**config.mk**
```make
export PLATFORM = sky130hd
export DESIGN_NAME = seg_scan
export DESIGN_NICKNAME = d
export VERILOG_FILES = /design/src/rtl/seg_pkg.sv /design/src/rtl/seg_decode.sv /design/src/rtl/seg_scan.sv
export SDC_FILE = /design/constraint.sdc
export NUM_CORES = 1
export LEC_CHECK = 0
export CAP_MARGIN = 20
export CORE_UTILIZATION = 40
export CTS_BUF_LIST = sky130_fd_sc_hd__clkbuf_4
export DETAILED_ROUTE_END_ITERATION = 6
export PLACE_DENSITY = 0.73
export SLEW_MARGIN = 20
export SYNTH_ARGS = -nofsm -noshare
export SYNTH_HDL_FRONTEND = slang
export SYNTH_SLANG_ARGS = --single-unit
export TNS_END_PERCENT = 20
```
**constraint.sdc**
```tcl
create_clock -name i_clk -period 6.5 [get_ports i_clk]
set_input_delay 0.65 -clock i_clk [delete_from_list [all_inputs] [get_ports i_clk]]
set_output_delay 0.65 -clock i_clk [all_outputs]
set_load 0.05 [all_outputs]
```
**src/rtl/seg_pkg.sv**
```systemverilog
// Shared constants for the 7-segment scan stage: active-low segment codes,
// digit slot indices and adjust-selector codes.
package seg_pkg;

   localparam logic [7:0] SEG_0     = 8'hC0;
   localparam logic [7:0] SEG_1     = 8'hF9;
   localparam logic [7:0] SEG_2     = 8'hA4;
   localparam logic [7:0] SEG_3     = 8'hB0;
   localparam logic [7:0] SEG_4     = 8'h99;
   localparam logic [7:0] SEG_5     = 8'h92;
   localparam logic [7:0] SEG_6     = 8'h82;
   localparam logic [7:0] SEG_7     = 8'hF8;
   localparam logic [7:0] SEG_8     = 8'h80;
   localparam logic [7:0] SEG_9     = 8'h90;
   localparam logic [7:0] SEG_BLANK = 8'hFF;
   localparam logic [7:0] SEG_DASH  = 8'hBF;

   localparam int DP_BIT = 7;

   localparam logic [5:0] SEL_NONE = 6'h3F;

   localparam logic [2:0] IDX_SEC_L  = 3'd0;
   localparam logic [2:0] IDX_SEC_H  = 3'd1;
   localparam logic [2:0] IDX_MIN_L  = 3'd2;
   localparam logic [2:0] IDX_MIN_H  = 3'd3;
   localparam logic [2:0] IDX_HOUR_L = 3'd4;
   localparam logic [2:0] IDX_HOUR_H = 3'd5;

   typedef enum logic [1:0] {
      ADJ_RUN  = 2'd0,
      ADJ_SEC  = 2'd1,
      ADJ_MIN  = 2'd2,
      ADJ_HOUR = 2'd3
   } adj_e;

   // Anything outside 0..9 is shown as a dash so corrupt counter state is visible.
   function automatic logic [7:0] bcd_to_seg(input logic [3:0] bcd);
      logic [7:0] code;
      case (bcd)
         4'd0:    code = SEG_0;
         4'd1:    code = SEG_1;
         4'd2:    code = SEG_2;
         4'd3:    code = SEG_3;
         4'd4:    code = SEG_4;
         4'd5:    code = SEG_5;
         4'd6:    code = SEG_6;
         4'd7:    code = SEG_7;
         4'd8:    code = SEG_8;
         4'd9:    code = SEG_9;
         default: code = SEG_DASH;
      endcase
      return code;
   endfunction

endpackage

```
**src/rtl/seg_decode.sv**
```systemverilog
// Combinational digit encoder: BCD value plus blank/dp flags to an
// active-low segment pattern.
module seg_decode
   import seg_pkg::*;
(
   input  logic [3:0] bcd,
   input  logic       blank,
   input  logic       dp,
   output logic [7:0] seg
);

   always_comb begin
      // NOTE: seg gets a full default before any conditional override, so no latch is inferred.
      seg = blank ? SEG_BLANK : bcd_to_seg(bcd);
      if (dp) begin
         seg[DP_BIT] = 1'b0;
      end
   end

endmodule

```
**src/rtl/seg_scan.sv**
```systemverilog
// Six-digit common-anode display scanner with anti-ghost dead time and
// blinking of the digit pair under adjustment.
module seg_scan
   import seg_pkg::*;
#(
   parameter int SCAN_DIV  = 50000,
   parameter int DEAD_CYC  = 500,
   parameter int BLINK_DIV = 12500000
) (
   input  logic       i_clk,
   input  logic       i_reset,
   input  logic [3:0] i_hour_h,
   input  logic [3:0] i_hour_l,
   input  logic [3:0] i_minut_h,
   input  logic [3:0] i_minut_l,
   input  logic [3:0] i_second_h,
   input  logic [3:0] i_second_l,
   input  logic [1:0] i_adjust_cnt,
   output logic [7:0] o_seg,
   output logic [5:0] o_sel
);

   localparam int SW = (SCAN_DIV > 1) ? $clog2(SCAN_DIV) : 1;
   localparam int BW = (BLINK_DIV > 1) ? $clog2(BLINK_DIV) : 1;

   localparam logic [SW-1:0] SLOT_LAST  = SW'(SCAN_DIV - 1);
   localparam logic [SW-1:0] DEAD_END   = SW'(DEAD_CYC);
   localparam logic [BW-1:0] BLINK_LAST = BW'(BLINK_DIV - 1);

   logic [SW-1:0] slot_cnt;
   logic [2:0]    idx;
   logic [BW-1:0] blink_cnt;
   logic          blink_hidden;

   logic          slot_end;
   logic          blink_end;
   logic          dead;
   logic [3:0]    digit;
   logic          in_adj_pair;
   logic          blank;
   logic          dp;
   logic [7:0]    dec_seg;
   logic [7:0]    seg_next;
   logic [5:0]    sel_next;

   assign slot_end  = (slot_cnt == SLOT_LAST);
   assign blink_end = (blink_cnt == BLINK_LAST);
   assign dead      = (slot_cnt < DEAD_END);

   always_ff @(posedge i_clk) begin
      // NOTE: sequential state uses non-blocking assignments so every register samples pre-edge values.
      if (i_reset) begin
         slot_cnt     <= '0;
         idx          <= IDX_SEC_L;
         blink_cnt    <= '0;
         blink_hidden <= 1'b0;
      end else begin
         slot_cnt <= slot_end ? '0 : slot_cnt + SW'(1);
         if (slot_end) begin
            idx <= (idx == IDX_HOUR_H) ? IDX_SEC_L : idx + 3'd1;
         end
         // Blink timing free-runs; adjust changes only move which pair is blanked.
         blink_cnt <= blink_end ? '0 : blink_cnt + BW'(1);
         if (blink_end) begin
            blink_hidden <= ~blink_hidden;
         end
      end
   end

   always_comb begin
      digit = i_second_l;
      case (idx)
         IDX_SEC_L:  digit = i_second_l;
         IDX_SEC_H:  digit = i_second_h;
         IDX_MIN_L:  digit = i_minut_l;
         IDX_MIN_H:  digit = i_minut_h;
         IDX_HOUR_L: digit = i_hour_l;
         IDX_HOUR_H: digit = i_hour_h;
         default:    digit = i_second_l;
      endcase
   end

   always_comb begin
      in_adj_pair = 1'b0;
      case (adj_e'(i_adjust_cnt))
         ADJ_SEC:  in_adj_pair = (idx == IDX_SEC_L)  || (idx == IDX_SEC_H);
         ADJ_MIN:  in_adj_pair = (idx == IDX_MIN_L)  || (idx == IDX_MIN_H);
         ADJ_HOUR: in_adj_pair = (idx == IDX_HOUR_L) || (idx == IDX_HOUR_H);
         default:  in_adj_pair = 1'b0;
      endcase
   end

   assign blank = blink_hidden && in_adj_pair;
   // Separator dots after hours and minutes stay lit even while the digit blinks.
   assign dp    = (idx == IDX_MIN_L) || (idx == IDX_HOUR_L);

   seg_decode u_decode (
      .bcd   (digit),
      .blank (blank),
      .dp    (dp),
      .seg   (dec_seg)
   );

   assign sel_next = dead ? SEL_NONE : ~(6'b000001 << idx);
   assign seg_next = dead ? SEG_BLANK : dec_seg;

   always_ff @(posedge i_clk) begin
      if (i_reset) begin
         o_seg <= SEG_BLANK;
         o_sel <= SEL_NONE;
      end else begin
         o_seg <= seg_next;
         o_sel <= sel_next;
      end
   end

endmodule

```
; Yosys cells after proc, flatten, opt, wreduce, memory -nomap -nowiden
; Memory sizes are Yosys's and may differ from the RTL's.
; Cells that the tools add are included.
[classes]
reduce_logical = 10
muxes = 5
n_addsub = 3
n_shift = 1
magnitude_cmp = 1
n_eq_ne = 10
n_bitwise = 2
[ops]
columns = op, count
row1 = "24-bit by 1-bit adder with 24-bit output, second input constant", 1
row2 = "24-bit == test, second input constant", 1
row3 = 4-bit one-hot mux with 5 select lines, 1
row4 = "16-bit by 1-bit adder with 16-bit output, second input constant", 1
row5 = "16-bit == test, second input constant", 1
row6 = "16-bit by 9-bit less-than comparator with 1-bit output, second input constant", 1
row7 = 8-bit two-way mux, 1
row8 = "3-bit by 2-bit == test with 1-bit output, second input constant", 2
row9 = "3-bit == test, second input constant", 2
row10 = 6-bit NOT, 1
row11 = 2-bit OR reduction, 3
row12 = "1-bit by 3-bit left shift with 6-bit output, first input constant", 1
row13 = "2-bit == test, second input constant", 2
row14 = 1-bit logical OR, 4
row15 = "3-bit by 1-bit adder with 3-bit output, second input constant", 1
row16 = "3-bit by 1-bit == test with 1-bit output, second input constant", 1
row17 = 3-bit logical NOT, 1
row18 = 3-bit two-way mux, 1
row19 = 1-bit one-hot mux with 3 select lines, 1
row20 = 3-bit OR reduction, 1
row21 = "2-bit by 1-bit == test with 1-bit output, second input constant", 1
row22 = 1-bit logical AND, 1
row23 = 1-bit two-way mux, 1
row24 = 1-bit NOT, 1
[totals]
rom_bits = 112
register_bits = 58
elab_cells = 40
mem_count = 1
input_bits = 28
out_inout_bits = 14
[memory_table]
columns = memory, words, width, rd, rd_clocked_by_memory_dff, write_ports, line
row1 = (name not given), 16, 7, 1, 0, 0, seg_pkg.sv:39  ; case (bcd)

; Logic depth before layout (Yosys ltp)
; Gate-level depths: netlist (run 1).
[logic_depth]
ltp_word = 6
ltp_mapped = 14
depth_no_buf = 11

; By module
; A second synthesis (run 1) with hierarchy kept.
[hier_totals]
cells_unflattened = 358
hier_area_um2 = 3020.4
[by_module_without_submodules]
columns = mod, seq_area_each_um2, area_per_inst_um2, instances, cells_per_inst
row1 = seg_scan, 1161.1, 2783.9, 1, 322
row2 = seg_decode, 0.0, 236.5, 1, 36

; Least setup slack after synthesis (run 1)
; No wires, ideal clock.
[synth_path]
path_type = register -> register
from = register idx[1]
to = register o_seg[1]
required_ns = 6.382
slack_ns = 3.803
arrival_time_ns = 2.579
path_buffers = 3
path_stages_with_launch = 14
synth_period_minus_slack_ns = 2.697
setup_time_ns = 0.118
cell_sequence = dfxtp_1 > buf_2 > clkbuf_1 > and2_1 > ha_1 > buf_4 > nand3b_1 > o21ai_0 > a211oi_1 > or2_2 > inv_1 > ha_1 > o22ai_1 > nand2_1
[synth_via]
elab_chain_cells = 5
elab_cells_between_ends = 14
classes_between = eq/ne (5) / mux (2) / reduce/logical (6) / memory (1)
[synth_rtl]
columns = element, line
row1 = "start, declared", seg_scan.sv:31  ; logic [2:0] idx;
row2 = "start signal, assigned", seg_scan.sv:60  ; idx <= (idx == IDX_HOUR_H) ? IDX_SEC_L : idx + 3'd1;
row3 = branches (longest 5 deep; another with memory read 16 x 7 bit), n/a
row4 = "end signal, assigned", seg_scan.sv:112  ; o_seg <= seg_next;
row5 = "end, declared", seg_scan.sv:19  ; output logic [7:0] o_seg,
; Several ways; the timed one is not identified.
; A chain may end at the register's enable or synchronous reset.

; Worst setup path after layout (run 1)
[layout_path]
from = register idx[0]
to = register o_seg[1]
; Same word-level chain as after synthesis.

==> qor.csv, run 1 <==
stage,metric,value,unit
status,outcome,finished clean,
cells_and_area,diodes,0,
grt,grt_pass1_vias,2082,
die,pin_count,42,
grt,grt_antenna_before_repair,0,
timing,min_period_over_period,48.9,%
cells_and_area,fin_area,3450,µm²
critical_path,cp.required,6.79,ns
cells_and_area,area_growth,22.9,%
detailed_routing,ant_nets,0,
critical_path,critPathKind,flop to flop,
grt,grt_max_degree,25,
clocking,numCtsBuffers,9,
placed_design,hpwl,3960,µm
critical_path,cpMaxStageDelayCell,dfxtp_1,
cells_and_area,final_common_cell,nor2_1,
clocking,clock-root-buffer,clkbuf_4,
synthesis,ys.flop_type,dfxtp_1,
placed_design,numPortBuffers,41,
die,die_h,85.7,µm
timing,layout_min_cycle_time,3.18,ns
synthesis,netlist_instances,328,
cells_and_area,fin_cells,469,
power,p_leak,1.22,nW
timing,setup_ws,3.32,ns
power,power,720,µW
placed_design,dpl-instance-area,3270,µm²
timing,worstMarginPinSlew,0.755,ns
synthesis,ys_seq_area_share,41.4,%
cells_and_area,fillers,638,
cells_and_area,layout_common_cells,"60 x nor2_1, 58 x dfxtp_1, 41 x clkdlybuf4s50_1",
power,ir_drop,0.124,mV
run,maxCapViolations,0,
grt,grt.overflow.total,0,
critical_path,critPathMaxStageDelay,0.75,ns
power,p_per_area,209,nW/µm²
placed_design,gp_congestion,0.846,
placed_design,place_ws,3.35,ns
grt,grt_pass1_wl,9140,µm
detailed_routing,detail_route.wl_per_cell,11.7,µm
clocking,cts_tree,yes,
critical_path,critPathArrivalTime,3.47,ns
synthesis,syn_area_per_cell,8.55,µm²
detailed_routing,drtIter0Drc,97,
die,chipWidth,85.7,µm
timing,grt_setup_unrepaired,false,
timing,relSlewSlack,49.3,%
synthesis,synth_fp_nets,362,
clocking,clk_transition_reported_paths,0.10,ns
critical_path,critPathTopFamily,compound AO/OA/AOI/OAI gates,
clocking,cts_resized,0,
timing,fmax,314,MHz
synthesis,synth_cell_types,52,
clocking,cts_hold_buf,0,
worst_hold_path,hp-class,flop to flop,
synthesis,synth_top_area_cell,dfxtp_1,
critical_path,path_cells,and2_1 > ha_1 > nand2b_1 > o311ai_0 > a211oi_1 > or2_2 > inv_1 > ha_1 > o22ai_1 > nand2_1,
critical_path,cp-start-kind,flop,
die,design.core.area,6790,µm²
clocking,numClockSinks,58,
critical_path,crit_path_end_kind,flop,
timing,fin_tns_setup,0,ns
detailed_routing,drt_first_pass_iters,4,
detailed_routing,vias_per_cell,5.00,
placed_design,dp_cells,453,
timing,hold_viol,0,
clocking,postCtsSetupBuffers,0,
timing,worst_clock_skew,0.0116,ns
synthesis,synthTopCellsByArea,"dfxtp_1 41%, nor2_1 8.0%, xor2_1 6.9%, xnor2_1 5.0%, nand2_1 4.4%",
cells_and_area,utilization,50.8,%
die,row_count,30,
detailed_routing,vias,2344,
detailed_routing,routed_wl,5500,µm
clocking,worstSkewPairLatency,0.39,ns
synthesis,yosysWarnings,0,
synthesis,synth_top_area_share,41.4,%
die,die_area,7350,µm²
critical_path,cp_common_cell,ha_1,
synthesis,ys_ff_latch,58,
cells_and_area,drive_gt1_share,6.97,%
synthesis,synth_edf_count,0,
timing,hold_ws,0.450,ns
clocking,htree_levels,3,
critical_path,cp_max_fo,21,
detailed_routing,drc_errors,0,
synthesis,syn-cell-area,2810,µm²
die,initial_core_util,41.3,%
grt,track_usage,15.9,%
synthesis,async_reset_ff_share,0,%
clocking,clockBufferDepth,2,
timing,slew_violations,0,
timing,setup_viol_count_final,0,
critical_path,critPathBufInv,1,
cells_and_area,nets,402,
[logic make-up after synthesis]
family / after synthesis / synth area share (%)
AND/OR/NAND/NOR: 163 / 28.1
flip-flops: 58 / 41.4
XOR/XNOR: 38 / 11.9
AO/OA/AOI/OAI: 35 / 10.3
buffers and inverters: 24 / 3.84
adder cells (fa/ha/maj): 6 / 2.68
multiplexers: 4 / 1.87
[Yosys cell counts (all sizes together), types with 2 or more instances]
library cell and n:
nand4 7, nor4 4, dfxtp 58, a211o 2, o31ai 2, and4 2
clkbuf 6, nand3 21, mux2i 3, o2111ai 3, xor2 22, a31oi 2
and2 2, inv 12, xnor2 16, a211oi 2, o211ai 4, nand2 33
ha 6, nor3 8, o21ai 6, buf 6, or2 3, nand3b 3
nor2 60, nand2b 7, a21oi 4, and3 6
[metal layers]
metal / routed length [µm] / track usage [%] / vias to the layer above / share of wire, %
li1: - / - / 1203 / -
met1: 2630 / 20.5 / 1094 / 48
met2: 2610 / 24.4 / 39 / 47
met3: 201 / 6.06 / 8 / 3.7
met4: 59 / 5.61 / 0 / 1.1
met5: 0 / 0 / - / 0
[power by group]
part           total (mW)  internal (mW)  switching (mW)  leakage, nW
Clock               0.319          0.191           0.128       0.0948
Combinational      0.0407         0.0235          0.0172        0.654
Sequential          0.361          0.358         0.00269        0.469
[state kept, by name, summed over array words and instances, names as in the netlist]
signal        count
blink_cnt        24
blink_hidden      1
idx               3
o_seg             8
o_sel             6
slot_cnt         16
[final timing paths]
kind	start	slack (ns)	to	cells after the start
hold / removal	blink_cnt[0]	0.45	blink_cnt[0]	1
setup reg to reg	idx[0]	3.32	o_seg[1]	10
hold reg to reg	blink_cnt[0]	0.45	blink_cnt[0]	1
setup / recovery	idx[0]	3.32	o_seg[1]	10
[cell type report]
| type | count | area, µm² | area share [%] |
|---|---|---|---|
| clock buffers | 9 | 67.6 | 1.96 |
| clock inverters | 7 | 108 | 3.12 |
| inverters | 12 | 45.0 | 1.31 |
| multi-input cells | 246 | 1540 | 44.6 |
| flip-flops and latches | 58 | 1160 | 33.7 |
| well taps | 96 | 120 | 3.48 |
| repair buffers | 41 | 410 | 11.9 |
[worst register-to-register path: cells and delay by family, from the launching register on]
family | cells | cell delay, ns
simple gates | 4 | 0.75
flops | 1 | 0.75
buf+inv | 1 | 0.05
compound gates | 3 | 0.87
fa+ha+maj | 2 | 0.66
No activity file was read; power rests on OpenSTA's default activity.
==> inputs of run 2 (changes only) <==
PLACE_DENSITY = 0.75   (was 0.73)
clock period = 2.9 ns   (was 6.5 ns; I/O delays follow)
==> qor.csv, run 2 (same netlist as run 1, synthesis figures left out) <==
stage,metric,value,unit
status,outcome,finished clean,
grt,grt_pass1_vias,2235,
detailed_routing,routed_wl,5470,µm
grt,track_usage,16.6,%
detailed_routing,drc_errors,0,
cells_and_area,fillers,642,
clocking,htree_levels,3,
grt,grt_max_degree,25,
timing,grt_setup_unrepaired,false,
critical_path,cp.required,3.20,ns
timing,fin_tns_setup,0,ns
clocking,cts_resized,0,
cells_and_area,drive_gt1_share,8.47,%
placed_design,numPortBuffers,41,
placed_design,dp_cells,459,
timing,relSlewSlack,50.0,%
timing,hold_ws,0.451,ns
timing,hold_viol,0,
cells_and_area,top_register,blink_cnt,
power,p_leak,1.23,nW
detailed_routing,vias_per_cell,4.96,
power,swShare,22.1,%
detailed_routing,vias,2350,
timing,layout_min_cycle_time,2.43,ns
timing,worstMarginPinSlew,0.744,ns
timing,slew_violations,0,
clocking,cts_tree,yes,
clocking,postCtsSetupBuffers,0,
clocking,clockBufferDepth,2,
clocking,clock-root-buffer,clkbuf_4,
clocking,worstSkewPairLatency,0.41,ns
die,die_h,85.7,µm
cells_and_area,utilization,50.7,%
critical_path,critPathArrivalTime,2.73,ns
timing,setup_viol_count_final,0,
critical_path,crit_path_end_kind,flop,
worst_hold_path,min_path_cells,1,
timing,worst_clock_skew,0.0155,ns
timing,setup_ws,0.465,ns
detailed_routing,drt_first_pass_iters,4,
placed_design,hpwl,4010,µm
power,p_switching,321,µW
die,row_count,30,
die,die_area,7350,µm²
detailed_routing,detail_route.wl_per_cell,11.5,µm
die,design.core.area,6790,µm²
critical_path,cp_max_fo,8,
worst_hold_path,hp-class,flop to flop,
cells_and_area,area_growth,22.8,%
run,maxCapViolations,0,
die,initial_core_util,41.3,%
grt,grt_pass1_wl,9650,µm
power,p_comb_share,6.2,%
power,clockPowerShare,37.9,%
critical_path,critPathKind,flop to flop,
cells_and_area,fin_cells,474,
cells_and_area,layout_common_cells,"60 x nor2_1, 58 x dfxtp_1, 41 x clkdlybuf4s50_1",
clocking,numClockSinks,58,
power,ir_drop,0.272,mV
critical_path,cp-start-kind,flop,
cells_and_area,nets,408,
power,p_per_area,420,nW/µm²
power,intPower,1.13,mW
cells_and_area,largest_reg_flops,24,
detailed_routing,drtIter0Drc,99,
cells_and_area,reg.largest.list,"blink_cnt (24), slot_cnt (16), o_seg (8)",
cells_and_area,seq_area,1160,µm²
timing,min_period_over_period,84.0,%
cells_and_area,multi_input_area,1540,µm²
placed_design,place_ws,0.476,ns
placed_design,gp_congestion,0.800,
timing,fmax,411,MHz
die,chipWidth,85.7,µm
grt,grt.overflow.total,0,
die,pin_count,42,
clocking,cts_hold_buf,0,
power,seqPwrFrac,55.9,%
detailed_routing,ant_nets,0,
cells_and_area,final_common_cell,nor2_1,
cells_and_area,diodes,0,
critical_path,rr_worst_depth,11,
grt,grt_antenna_before_repair,0,
clocking,numCtsBuffers,9,
clocking,clk_transition_reported_paths,0.09,ns
-- run 2: power by group through the flow --
stage / Combinational (mW) / Clock [mW] / Sequential, mW
floorplan: 0.0443 / 0 / 0.826
global placement: 0.0884 / 0 / 0.827
detailed placement: 0.0902 / 0 / 0.828
CTS: 0.0905 / 0.575 / 0.809
global route: 0.100 / 0.603 / 0.811
finish: 0.0899 / 0.549 / 0.809
-- run 2: critical path: stages, from the launching register on --
cell and delay [ns]:
dfxtp_1 0.32, and2_1 0.15, ha_1 0.26, or4_4 0.46, nand2_1 0.08, a211oi_1 0.04
buf_4 0.16, or2_2 0.30, inv_1 0.08, ha_1 0.24, o22ai_1 0.17, nand2_1 0.06
-- run 2: cell type report --
class | instances | area share (%)
tap | 96 | 3.49
sequential | 58 | 33.7
clock buffer | 11 | 2.40
inverter | 12 | 1.31
timing repair buffer | 47 | 13.2
multi-input combinational | 246 | 44.6
clock inverter | 4 | 1.27
-- run 2: through the flow --
| stage | cell area (µm²) | total power [mW] |
|---|---|---|
| 6_report | 3440 | 1.45 |
| 5_1_grt | 3440 | 1.51 |
| 4_1_cts | 3440 | 1.47 |
| 3_5_place_dp | 3320 | 0.918 |
| 3_3_place_gp | 3320 | 0.916 |
| 2_1_floorplan | 2810 | 0.871 |
-- run 2: routing by layer --
| metal | share of wire, % | vias up | GRT usage [%] |
|---|---|---|---|
| met5 | 0 | - | 0 |
| met1 | 48 | 1093 | 21.0 |
| met3 | 4.7 | 9 | 6.74 |
| met4 | 1.5 | 0 | 6.82 |
| li1 | - | 1215 | - |
| met2 | 46 | 33 | 25.2 |
-- run 2: final timing paths --
path | slack [ns] | endpoint | from
max | 0.47 | o_seg[1] | idx[1]
min | 0.45 | blink_cnt[0] | blink_cnt[0]
max reg2reg | 0.47 | o_seg[1] | idx[1]
min reg2reg | 0.45 | blink_cnt[0] | blink_cnt[0]
==> inputs of run 3 (changes only) <==
PLACE_DENSITY = 0.73   (was 0.75)
clock period = 2.3 ns   (was 2.9 ns; I/O delays follow)
==> qor.csv, run 3 (same netlist as run 1, synthesis figures left out) <==
stage,metric,value,unit
detailed_routing,routed_wl,5650,µm
cells_and_area,layout_common_cells,"59 x nor2_1, 57 x dfxtp_1, 41 x clkdlybuf4s50_1",
cells_and_area,largest_reg_flops,24,
detailed_routing,drtIter0Drc,110,
timing,setup_viol_count_final,0,
timing,min_period_over_period,95.3,%
cells_and_area,top_register,blink_cnt,
worst_hold_path,hp-class,flop to flop,
power,p_per_area,547,nW/µm²
critical_path,r2r_end,o_seg[1],
critical_path,crit_path_end_kind,flop,
die,chipWidth,85.7,µm
placed_design,dp_cells,459,
timing,fmax,456,MHz
grt,grt_max_degree,25,
timing,hold_viol,0,
die,die_area,7350,µm²
critical_path,cp.required,2.59,ns
status,outcome,finished clean,
clocking,clk_transition_reported_paths,0.09,ns
timing,worstMarginPinSlew,0.574,ns
detailed_routing,vias,2348,
critical_path,r2r_setup_slack,0.11,ns
die,die_h,85.7,µm
cells_and_area,nets,409,
worst_hold_path,min_from,blink_cnt[0],
clocking,clockBufferDepth,2,
placed_design,numPortBuffers,41,
critical_path,critPathArrivalTime,2.48,ns
cells_and_area,final_common_cell,nor2_1,
critical_path,cp-start-kind,flop,
timing,relSlewSlack,61.7,%
clocking,htree_levels,3,
cells_and_area,fillers,631,
timing,grt_setup_unrepaired,false,
die,design.core.area,6790,µm²
timing,layout_min_cycle_time,2.19,ns
timing,fin_tns_setup,0,ns
power,ir_drop,0.263,mV
timing,worst_clock_skew,0.0151,ns
detailed_routing,detail_route.wl_per_cell,11.9,µm
grt,grt_pass1_wl,9520,µm
cells_and_area,fin_cells,476,
critical_path,critPathKind,flop to flop,
critical_path,rr_worst_depth,10,
clocking,cts_hold_buf,0,
cells_and_area,diodes,0,
clocking,cts_tree,yes,
detailed_routing,vias_per_cell,4.93,
die,initial_core_util,41.3,%
timing,slew_violations,0,
grt,grt_pass1_vias,2170,
grt,grt_antenna_before_repair,0,
detailed_routing,drc_errors,0,
placed_design,gp_congestion,0.805,
cells_and_area,reg.largest.list,"blink_cnt (24), slot_cnt (16), o_seg (8)",
power,power,1.94,mW
cells_and_area,drive_gt1_share,11.3,%
detailed_routing,drt_first_pass_iters,4,
die,pin_count,42,
critical_path,cp_max_fo,8,
die,row_count,30,
power,p_leak,1.26,nW
grt,track_usage,16.3,%
detailed_routing,ant_nets,0,
worst_hold_path,min_path_cells,1,
placed_design,hpwl,4160,µm
clocking,clock-root-buffer,clkbuf_4,
grt,grt.overflow.total,0,
clocking,numCtsBuffers,9,
clocking,numClockSinks,58,
run,maxCapViolations,0,
worst_hold_path,hold_path_end,blink_cnt[0],
timing,hold_ws,0.456,ns
clocking,worstSkewPairLatency,0.40,ns
critical_path,r2r-start,idx[0],
cells_and_area,area_growth,26.5,%
==> run 3: stage by stage <==
stage | instance area [µm²] | worst slack, ns | utilization, %
after detailed placement | 3380 | 0.121 | 49.8
after floorplan | 2900 | -0.0550 | -
after global routing | 3550 | 0.000903 | 52.2
after global placement | 3380 | 0.164 | 49.8
final | 3550 | 0.108 | 52.2
after CTS | 3540 | 0.103 | 52.1
==> run 3: critical path, stage by stage (launching register included) <==
cell	delay, ns
dfxtp_1	0.32
and2_4	0.16
ha_4	0.18
or4_4	0.50
o21a_4	0.16
nor2_4	0.14
or2_4	0.14
inv_2	0.05
ha_4	0.23
o22ai_1	0.14
nand2_1	0.06
==> run 3: what timing repair did <==
| action | 4_1_cts | 5_1_grt |
|---|---|---|
| endpoints found under the setup margin | 0 | 4 |
| resized for setup | 0 | 1 |
| setup buffers | 0 | 1 |
==> run 3: per-layer routing <==
metal  GRT usage [%]  up-vias  wire length [µm]
met5               0        -                 0
met4            5.61        0                76
met3            4.81       10               225
met2            27.5       45              2700
met1            19.7     1073              2650
li1                -     1220                 -
==> run 3: cell type report <==
type / instances / area (µm²) / share of cell area, %
tap: 96 / 120 / 3.39
inverter: 12 / 45.0 / 1.27
timing repair buffer: 48 / 463 / 13.0
clock buffer: 10 / 75.1 / 2.12
clock inverter: 6 / 81.3 / 2.29
sequential: 58 / 1160 / 32.8
multi-input combinational: 246 / 1600 / 45.1
==> run 3: worst max-delay path by stage <==
stage	cells past startpoint	start	slack, ns	endpoint
2_1_floorplan	12	idx[1]	-0.05	o_seg[1]
3_3_place_gp	10	idx[0]	0.16	o_seg[1]
3_5_place_dp	10	idx[0]	0.12	o_seg[1]
4_1_cts	10	idx[0]	0.10	o_seg[1]
5_1_grt	9	idx[0]	0.0009	o_seg[0]
6_report	10	idx[0]	0.11	o_seg[1]
==> run 3: power by group <==
part           switching (mW)  leakage [nW]  total (mW)  internal, mW
clock                   0.356        0.0854       0.803         0.446
combinational          0.0507         0.700       0.120        0.0693
sequential            0.00743         0.469        1.02          1.01
